<file path="src/rtl/multiplier_if.sv">
// Operand/result handshake bundle for the sequential 64x64 multiplier.
// The slave modport is the multiplier side; the master modport is the requester side.
interface multiplier_if;
    logic        in_valid;
    logic        in_ready;
    logic [63:0] a;
    logic [63:0] b;
    logic        out_valid;
    logic        out_ready;
    logic [63:0] prod_hi;
    logic [63:0] prod_lo;

    modport master (
        output in_valid, a, b, out_ready,
        input  in_ready, out_valid, prod_hi, prod_lo
    );

    modport slave (
        input  in_valid, a, b, out_ready,
        output in_ready, out_valid, prod_hi, prod_lo
    );
endinterface

</file>
<file path="src/rtl/multiplier.sv">
// Sequential 64x64 unsigned shift-and-add multiplier (one iteration per cycle)
// built around the shared 64-bit ALU adder; full 128-bit product over valid/ready.
module adder (
    input  logic [63:0] a,
    input  logic [63:0] b,
    input  logic        cin,
    output logic [63:0] sum,
    output logic        cout
);
    assign {cout, sum} = {1'b0, a} + {1'b0, b} + {64'd0, cin};
endmodule

module multiplier (
    input  logic          clk,
    input  logic          rst_n,
    multiplier_if.slave   bus
);
    typedef enum logic [1:0] {IDLE, BUSY, DONE} state_t;

    state_t      state;
    state_t      state_nxt;
    logic [63:0] mcand;
    logic [63:0] acc_hi;
    logic [63:0] acc_lo;
    logic [63:0] addend;
    logic [63:0] sum;
    logic        c;
    logic [6:0]  count;
    logic        accept;

    assign addend = acc_lo[0] ? mcand : '0;

    adder u_adder (
        .a    (acc_hi),
        .b    (addend),
        .cin  (1'b0),
        .sum  (sum),
        .cout (c)
    );

    always_ff @(posedge clk or negedge rst_n) begin
        if (!rst_n) state <= IDLE;
        else        state <= state_nxt;
    end

    // Handshake outputs decode state only; in_valid/out_ready steer next state.
    always_comb begin
        state_nxt     = state;
        bus.in_ready  = 1'b0;
        bus.out_valid = 1'b0;
        accept        = 1'b0;
        case (state)
            IDLE: begin
                bus.in_ready = 1'b1;
                if (bus.in_valid) begin
                    accept    = 1'b1;
                    state_nxt = BUSY;
                end
            end
            BUSY: begin
                if (count == 7'd63) state_nxt = DONE;
            end
            DONE: begin
                bus.out_valid = 1'b1;
                if (bus.out_ready) state_nxt = IDLE;
            end
            default: state_nxt = IDLE;
        endcase
    end

    // Adder carry shifts into acc_hi[63], so the 128-bit product never loses a bit.
    always_ff @(posedge clk or negedge rst_n) begin
        if (!rst_n) begin
            mcand  <= '0;
            acc_hi <= '0;
            acc_lo <= '0;
            count  <= '0;
        end else if (accept) begin
            mcand  <= bus.a;
            acc_lo <= bus.b;
            acc_hi <= '0;
            count  <= '0;
        end else if (state == BUSY) begin
            acc_hi <= {c, sum[63:1]};
            acc_lo <= {sum[0], acc_lo[63:1]};
            count  <= count + 7'd1;
        end
    end

    assign bus.prod_hi = acc_hi;
    assign bus.prod_lo = acc_lo;
endmodule

</file>
<file path="src/flat_wrapper.sv">
// flat-port wrapper written by rule: the top's interface ports become plain ports
module multiplier_flat 
  (clk, rst_n, bus_in_valid, bus_a, bus_b, bus_out_ready, bus_in_ready, bus_out_valid, bus_prod_hi, bus_prod_lo);
  multiplier_if bus_i ();
  input  logic clk;
  input  logic rst_n;
  input wire logic [$bits(bus_i.in_valid)-1:0] bus_in_valid;
  input wire logic [$bits(bus_i.a)-1:0] bus_a;
  input wire logic [$bits(bus_i.b)-1:0] bus_b;
  input wire logic [$bits(bus_i.out_ready)-1:0] bus_out_ready;
  output wire logic [$bits(bus_i.in_ready)-1:0] bus_in_ready;
  output wire logic [$bits(bus_i.out_valid)-1:0] bus_out_valid;
  output wire logic [$bits(bus_i.prod_hi)-1:0] bus_prod_hi;
  output wire logic [$bits(bus_i.prod_lo)-1:0] bus_prod_lo;
  assign bus_i.in_valid = bus_in_valid;
  assign bus_i.a = bus_a;
  assign bus_i.b = bus_b;
  assign bus_i.out_ready = bus_out_ready;
  assign bus_in_ready = bus_i.in_ready;
  assign bus_out_valid = bus_i.out_valid;
  assign bus_prod_hi = bus_i.prod_hi;
  assign bus_prod_lo = bus_i.prod_lo;
  multiplier u_core (.clk(clk), .rst_n(rst_n), .bus(bus_i));
endmodule
</file>
<file path="config.mk">
export PLATFORM = sky130hd
export DESIGN_NAME = multiplier_flat
export DESIGN_NICKNAME = d
export VERILOG_FILES = /design/src/rtl/multiplier_if.sv /design/src/rtl/multiplier.sv /design/src/flat_wrapper.sv
export SDC_FILE = /design/constraint.sdc
export NUM_CORES = 1
export LEC_CHECK = 0
export BUFFER_PORTS_ARGS = -buffer_cell sky130_fd_sc_hd__buf_2
export CAP_MARGIN = 20
export CORE_MARGIN = 5
export CORE_UTILIZATION = 51
export CTS_BUF_LIST = sky130_fd_sc_hd__clkbuf_2
export CTS_CLUSTER_DIAMETER = 80
export DETAILED_ROUTE_END_ITERATION = 10
export PLACE_DENSITY = 0.76
export REMOVE_ABC_BUFFERS = 1
export SKIP_CTS_REPAIR_TIMING = 1
export SYNTH_ARGS = -nofsm -noshare
export SYNTH_HDL_FRONTEND = slang
export SYNTH_SLANG_ARGS = --single-unit
</file>
<file path="constraint.sdc">
create_clock -name clk -period 4.9 [get_ports clk]
set_input_delay 0.245 -clock clk [delete_from_list [all_inputs] [get_ports clk]]
set_output_delay 0.245 -clock clk [all_outputs]
set_load 0.01 [all_outputs]
</file>
==> results of run 1 <==
## cell type report
class	count	area (um^2)	share of cell area [%]
clock buffer	79	395.4	2.563
inverter	21	78.83	0.5110
clock inverter	18	81.33	0.5273
multi-input combinational	1116	6459	41.87
antenna	2	5.005	0.03245
sequential	201	5030	32.61
tap	319	399.1	2.588
timing repair buffer	428	2977	19.30
## how the worst max path moves through the flow
stage                     startpoint                endpoint  slack [ns]
2_1_floorplan        u_core.state[1]  u_core.bus.prod_hi[62]       -2.35
3_5_place_dp   u_core.bus.prod_lo[0]  u_core.bus.prod_hi[61]        0.87
3_3_place_gp   u_core.bus.prod_lo[0]  u_core.bus.prod_hi[61]        1.09
6_report       u_core.bus.prod_lo[0]  u_core.bus.prod_hi[61]        0.79
5_1_grt        u_core.bus.prod_lo[0]  u_core.bus.prod_hi[61]        0.50
4_1_cts        u_core.bus.prod_lo[0]  u_core.bus.prod_hi[61]        0.86
## placed cells by master (no fill, tap or decap), types with 11 or more instances in the layout
cell type        n
o21bai_1        17
clkinv_1        12
buf_2          260
nand3_1         31
buf_4           11
o21ai_0         93
a21o_1          34
ha_1            65
xor2_1          27
nor3_1          12
nand4_1         23
clkbuf_2        79
dlygate4sd3_1  155
a22oi_1         65
xnor2_1         29
dfrtp_1        201
nand2_1        424
a21oi_1         78
and2_1          65
nor2_1          45
inv_1           21
## logic make-up after synthesis
family	share of synthesized area, %
xor gates and xnor gates	4.104
AOI/OAI and AO/OA	19.89
buffers and inverters	4.052
muxes	0.08376
adders and majority gates	6.973
and+or+nand+nor	22.80
DFF	42.09
## state kept, by name, indices dropped and copies added (netlist names)
signal and cells:
u_core.state 2, u_core.bus.prod_lo 64, u_core.count 7, u_core.mcand 64, u_core.bus.prod_hi 64
## power breakdown
group / internal, mW / switching, mW
Sequential: 1.66 / 0
Combinational: 0.107 / 0.0670
Clock: 0.441 / 0.742
Total: 2.21 / 0.809
## layer usage
layer / vias to the layer above / GRT usage [%] / routed length, um
met1: 5568 / 32.26 / 15330
met4: 0 / 8.540 / 1336
met2: 482 / 41.11 / 17630
li1: 5763 / - / -
met3: 93 / 6.081 / 2558
met5: - / 0 / 0
## per-stage QoR
| step | setup slack (ns) | TNS (ns) |
|---|---|---|
| after global routing | 0.5023 | 0 |
| after floorplan | -2.346 | -227.53 |
| after global placement | 1.085 | 0 |
| final | 0.7913 | 0 |
| after detailed placement | 0.8701 | 0 |
| after CTS | 0.8587 | 0 |
==> impl_metrics.json, run 1 <==
{
  "status": "complete, no violations",
  "critPathLaunchType": "register",
  "die_h_um": 163.1,
  "syn_inst": 1427,
  "start_util_pct": 51.37,
  "synth_edf_count": 0,
  "drtPass1Iterations": 5,
  "power.density_nw_per_um2": 195.4,
  "setup_viol_count_final": 0,
  "yosysTopAreaCell": "dfrtp_1",
  "crit_cells": 15,
  "grt_setup_unrepaired": "false",
  "overflow": 0,
  "async_reset_ff_share_pct": 100.0,
  "worstPathCellList": "buf_4 -> and2_1 -> ha_1 -> inv_1 -> fa_1 -> nor2b_1 -> o2111ai_1 -> nand2_1 -> a311o_1 -> a21oi_1 -> nor2_1 -> a31oi_1 -> a2111oi_0 -> o21ai_0 -> a32o_1",
  "cts_tree": "built",
  "grt_pass1_wl_mm": 54.53,
  "via_per_inst": 5.451,
  "regToRegStartpoint": "u_core.bus.prod_lo[0]",
  "rrSetupSlack_ns": 0.79,
  "drv_cap": 0,
  "synth_top_cell_area_share_pct": 42.09,
  "core-area_um2": 23260,
  "required_ns": 5.63,
  "critPathArrivalTime_ns": 4.84,
  "synth-main-ff-cell": "dfrtp_1",
  "timing.fmax_ghz": 0.2434,
  "h-tree-depth": 2,
  "wire_per_inst_um": 16.88,
  "numClockSinks": 201,
  "synth.area.top_cells": "dfrtp_1 42%, nand2_1 13%, ha_1 6.8%, a22oi_1 4.1%, o21ai_0 3.9%",
  "clk_pin_slew_ns": 0.11,
  "final_util_pct": 66.31,
  "postPlaceCellArea_um2": 13360,
  "p_leak_nw": 7.670,
  "ir_drop_v": 0.0001620,
  "critPathTopFamily": "compound AO/OA/AOI/OAI gates",
  "drt_drc_violations_left": 0,
  "routabilityCongestion": 0.9330,
  "synthesis.area_um2": 11950,
  "critPathKind": "reg2reg",
  "io_buffers": 261,
  "nets": 2020,
  "insertion_delay_ns": 0.87,
  "yosysMostFrequentCell": "nand2_1",
  "slew_headroom_pct": 34.26,
  "clock_path_buffers": 3,
  "grt_max_degree": 108,
  "vias": 11910,
  "slowest_stage": "a2111oi_0",
  "grt_pass1_vias": 11010,
  "ys_top_cells_by_count": "425 x nand2_1, 201 x dfrtp_1, 93 x o21ai_0",
  "grtUsageTotal_pct": 24.91,
  "design.die.area_um2": 26590,
  "path_buf_inv": 2,
  "final_cells": 2184,
  "final_cell_area_um2": 15420,
  "crit_path_end_kind": "register",
  "area_growth_pct": 29.08,
  "hpwlAfterDp_mm": 23.80,
  "root_buffer": "clkbuf_2",
  "drive_gt1_share_pct": 20.08,
  "num_rows": 56,
  "drt-total-wl_mm": 36.86,
  "skew_ns": 0.05514,
  "timing.rr.end": "u_core.bus.prod_hi[61]",
  "die_w_um": 163.1,
  "min_period_over_period_pct": 83.85,
  "antenna_found_initial": 2,
  "path_max_fanout": 66,
  "cts_buffers": 54,
  "synth_warnings": 0,
  "total_power_mw": 3.015,
  "nFillCells": 1989,
  "drt-initial-drc-count": 838,
  "ant_nets": 0,
  "dp.cells": 1929,
  "hold_viol": 0,
  "synth_cell_types": 60,
  "yosysSeqAreaShare_pct": 42.09,
  "pin_count": 262,
  "worstMarginPinSlew_ns": 0.9861,
  "fin_hold_ws_ns": 0.02897,
  "syn_avg_cell_area_um2": 8.374,
  "finalCriticalPeriod_ns": 4.109,
  "r2r_cells": 15,
  "drv_slew": 0,
  "hp-class": "in2async",
  "cpPeakStageDelay_ns": 0.52,
  "yosys_register_bits": 201
}
Note: power is estimated with default switching activity, not from simulation.
==> inputs of run 2 (changes only) <==
Settings changed: ABC_AREA set to 1, PLACE_DENSITY 0.76 to 0.77.
Clock period 4.9 ns to 3.29 ns, I/O delays scaled along.
==> impl_metrics.json, run 2 <==
{
  "drt_drc_violations_left": 0,
  "path_max_fanout": 62,
  "design.die.area_um2": 31530,
  "violations": "negative hold slack",
  "nFillCells": 2300,
  "worstMarginPinSlew_ns": 0.8781,
  "grt_setup_unrepaired": "false",
  "drt-initial-drc-count": 1648,
  "drv_slew": 0,
  "h-tree-depth": 2,
  "setup_viol_count_final": 0,
  "rrSetupSlack_ns": 0.33,
  "critPathArrivalTime_ns": 3.76,
  "final_cell_mix": "1,184 x nand2_1, 412 x inv_1, 260 x buf_2",
  "hp-class": "in2reg",
  "final_common_cell": "nand2_1",
  "cts_buffers": 56,
  "wire_per_inst_um": 18.02,
  "total_power_mw": 18.47,
  "slew_headroom_pct": 41.46,
  "overflow": 0,
  "path_common_cell": "nand2_1",
  "hold_viol": 1,
  "clk_pin_slew_ns": 0.14,
  "routabilityCongestion": 0.9597,
  "cts_tree": "built",
  "skew_ns": 0.1748,
  "drt-total-wl_mm": 59.40,
  "internal_power_mw": 8.286,
  "critPathKind": "reg2reg",
  "num_rows": 61,
  "clock_path_buffers": 3,
  "critPathTopFamily": "simple AND/OR/NAND/NOR gates",
  "yosysSeqAreaShare_pct": 35.13,
  "finalCriticalPeriod_ns": 2.959,
  "power.density_nw_per_um2": 973.2,
  "nets": 3081,
  "async_reset_ff_share_pct": 100.0,
  "root_buffer": "clkbuf_2",
  "ant_nets": 0,
  "vias": 17220,
  "crit_path_end_kind": "register",
  "pwr-share-clk_pct": 10.5,
  "synth-main-ff-cell": "dfrtp_1",
  "core-area_um2": 27780,
  "grt_pass1_vias": 14520,
  "synth.area.top_cells": "dfrtp_1 35%, nand2_1 31%, inv_1 11%, ha_1 5.7%, nand3_1 4.5%",
  "timing.final.ws_setup_ns": 0.3309,
  "numClockSinks": 201,
  "swShare_pct": 55.14,
  "die_h_um": 177.6,
  "drive_gt1_share_pct": 14.29,
  "area_growth_pct": 32.56,
  "grt_max_degree": 96,
  "worstPathCellList": "buf_12 -> nand2_1 -> inv_1 -> ha_1 -> nand2_1 -> nor2_1 -> nand2_1 -> inv_1 -> nand3_1 -> nand3b_1 -> nand2_1 -> nand2_1 -> nand2_1 -> nand3_1 -> nand2_1",
  "via_per_inst": 5.223,
  "fin_hold_ws_ns": -0.005591,
  "power_frac_seq_pct": 27.1,
  "critPathLaunchType": "register",
  "synthesis.area_um2": 14320,
  "drv_cap": 0,
  "yosysTopAreaCell": "dfrtp_1",
  "pin_count": 262,
  "slowest_stage": "dfrtp_2",
  "timing.fmax_ghz": 0.3379,
  "synth_top_cell_area_share_pct": 35.13,
  "drtPass1Iterations": 6,
  "insertion_delay_ns": 0.96,
  "p_switching_mw": 10.19,
  "grt_pass1_wl_mm": 77.05,
  "start_util_pct": 51.54,
  "synth_warnings": 0,
  "antenna_found_initial": 2,
  "syn_inst": 2359,
  "die_w_um": 177.6,
  "place_ws_ns": 0.4678,
  "cpPeakStageDelay_ns": 0.48,
  "path_buf_inv": 3,
  "synth_cell_types": 35,
  "ys_top_cells_by_count": "1,185 x nand2_1, 412 x inv_1, 201 x dfrtp_1",
  "io_buffers": 261,
  "hpwlAfterDp_mm": 37.35,
  "min_period_over_period_pct": 89.94,
  "grtUsageTotal_pct": 30.58,
  "required_ns": 4.09,
  "status": "complete, but fails checks",
  "p_leak_nw": 11.33,
  "pwr-share-comb_pct": 62.4,
  "synth_edf_count": 0,
  "ir_drop_v": 0.0005451,
  "yosysMostFrequentCell": "nand2_1",
  "yosys_register_bits": 201,
  "syn_avg_cell_area_um2": 6.070
}
-- run 2: cell count changes in the layout (fill, tap and decap cells not counted), sizes merged, moves of 28 or more --
cell         change
dlygate4sd3     +87
xnor2           -28
o21ai           -53
inv            +405
nor2            +74
nand3          +102
nand2          +772
a21o            -34
a22oi           -62
and2            -67
-- run 2: layer usage --
metal | vias to the layer above | track usage [%] | part of all wire, %
li1 | 8134 | - | -
met1 | 7721 | 45.14 | 42
met2 | 1107 | 46.73 | 44
met3 | 257 | 4.580 | 9.4
met4 | 2 | 8.766 | 4.7
met5 | - | 0 | 0.020
-- run 2: path summary, 6_finish.rpt --
kind,cells past startpoint,to,startpoint
worst max-delay path,15,u_core.bus.prod_hi[54],u_core.bus.prod_lo[0]
worst min register to register,2,u_core.mcand[14],u_core.mcand[14]
min in group asynchronous,3,u_core.bus.prod_hi[60],rst_n
worst max register to register,15,u_core.bus.prod_hi[54],u_core.bus.prod_lo[0]
max in group asynchronous,4,u_core.mcand[14],rst_n
worst min-delay path,5,u_core.mcand[19],bus_in_valid
-- run 2: power groups by stage --
stage               Sequential [mW]  Combinational (mW)  Clock [mW]
finish                         5.00                11.5        1.94
global route                   5.09                12.8        2.09
CTS                            4.80                10.8        1.88
detailed placement             4.82                10.7           0
global placement               4.82                10.6           0
floorplan                      5.00                6.79           0
-- run 2: through the flow --
step,cells,area (um^2),TNS [ns],utilization [%]
2_1_floorplan,2302,14060,-721.86,-
3_3_place_gp,2959,16030,0,57.71
3_5_place_dp,2959,16030,0,57.71
4_1_cts,3052,16510,0,59.44
5_1_grt,3297,18980,0,68.32
6_report,3297,18980,0,68.32
-- run 2: area by class of cell --
cell class	instances	area [um^2]	area share, %
Multi-Input combinational cell	1674	7450	39.25
Sequential cell	201	5031	26.51
Timing Repair Buffer	523	3940	20.76
Inverter	427	1605	8.457
Tap cell	378	473.0	2.492
Clock buffer	74	370.4	1.951
Clock inverter	19	108.9	0.5735
Antenna cell	1	2.502	0.01318
-- run 2: cells by family (layout without fill, tap and decap cells) --
| kind of cell | after synthesis | in the layout | share of synthesized area (%) |
|---|---|---|---|
| compound gates | 125 | 125 | 4.692 |
| simple gates | 1481 | 1481 | 41.25 |
| flops | 201 | 201 | 35.13 |
| buf+inv | 484 | 1043 | 12.97 |
| xor+xnor | 1 | 1 | 0.06118 |
| fa+ha+maj | 66 | 66 | 5.820 |
| mux | 1 | 1 | 0.07864 |
| other cells | 0 | 1 | 0 |
-- run 2: worst register-to-register path, stage by stage (launching register included) --
cell	delay [ns]
dfrtp_2	0.48
buf_12	0.22
nand2_1	0.12
inv_1	0.05
ha_1	0.34
nand2_1	0.12
nor2_1	0.24
nand2_1	0.14
inv_1	0.10
nand3_1	0.08
nand3b_1	0.43
nand2_1	0.22
nand2_1	0.11
nand2_1	0.05
nand3_1	0.06
nand2_1	0.06
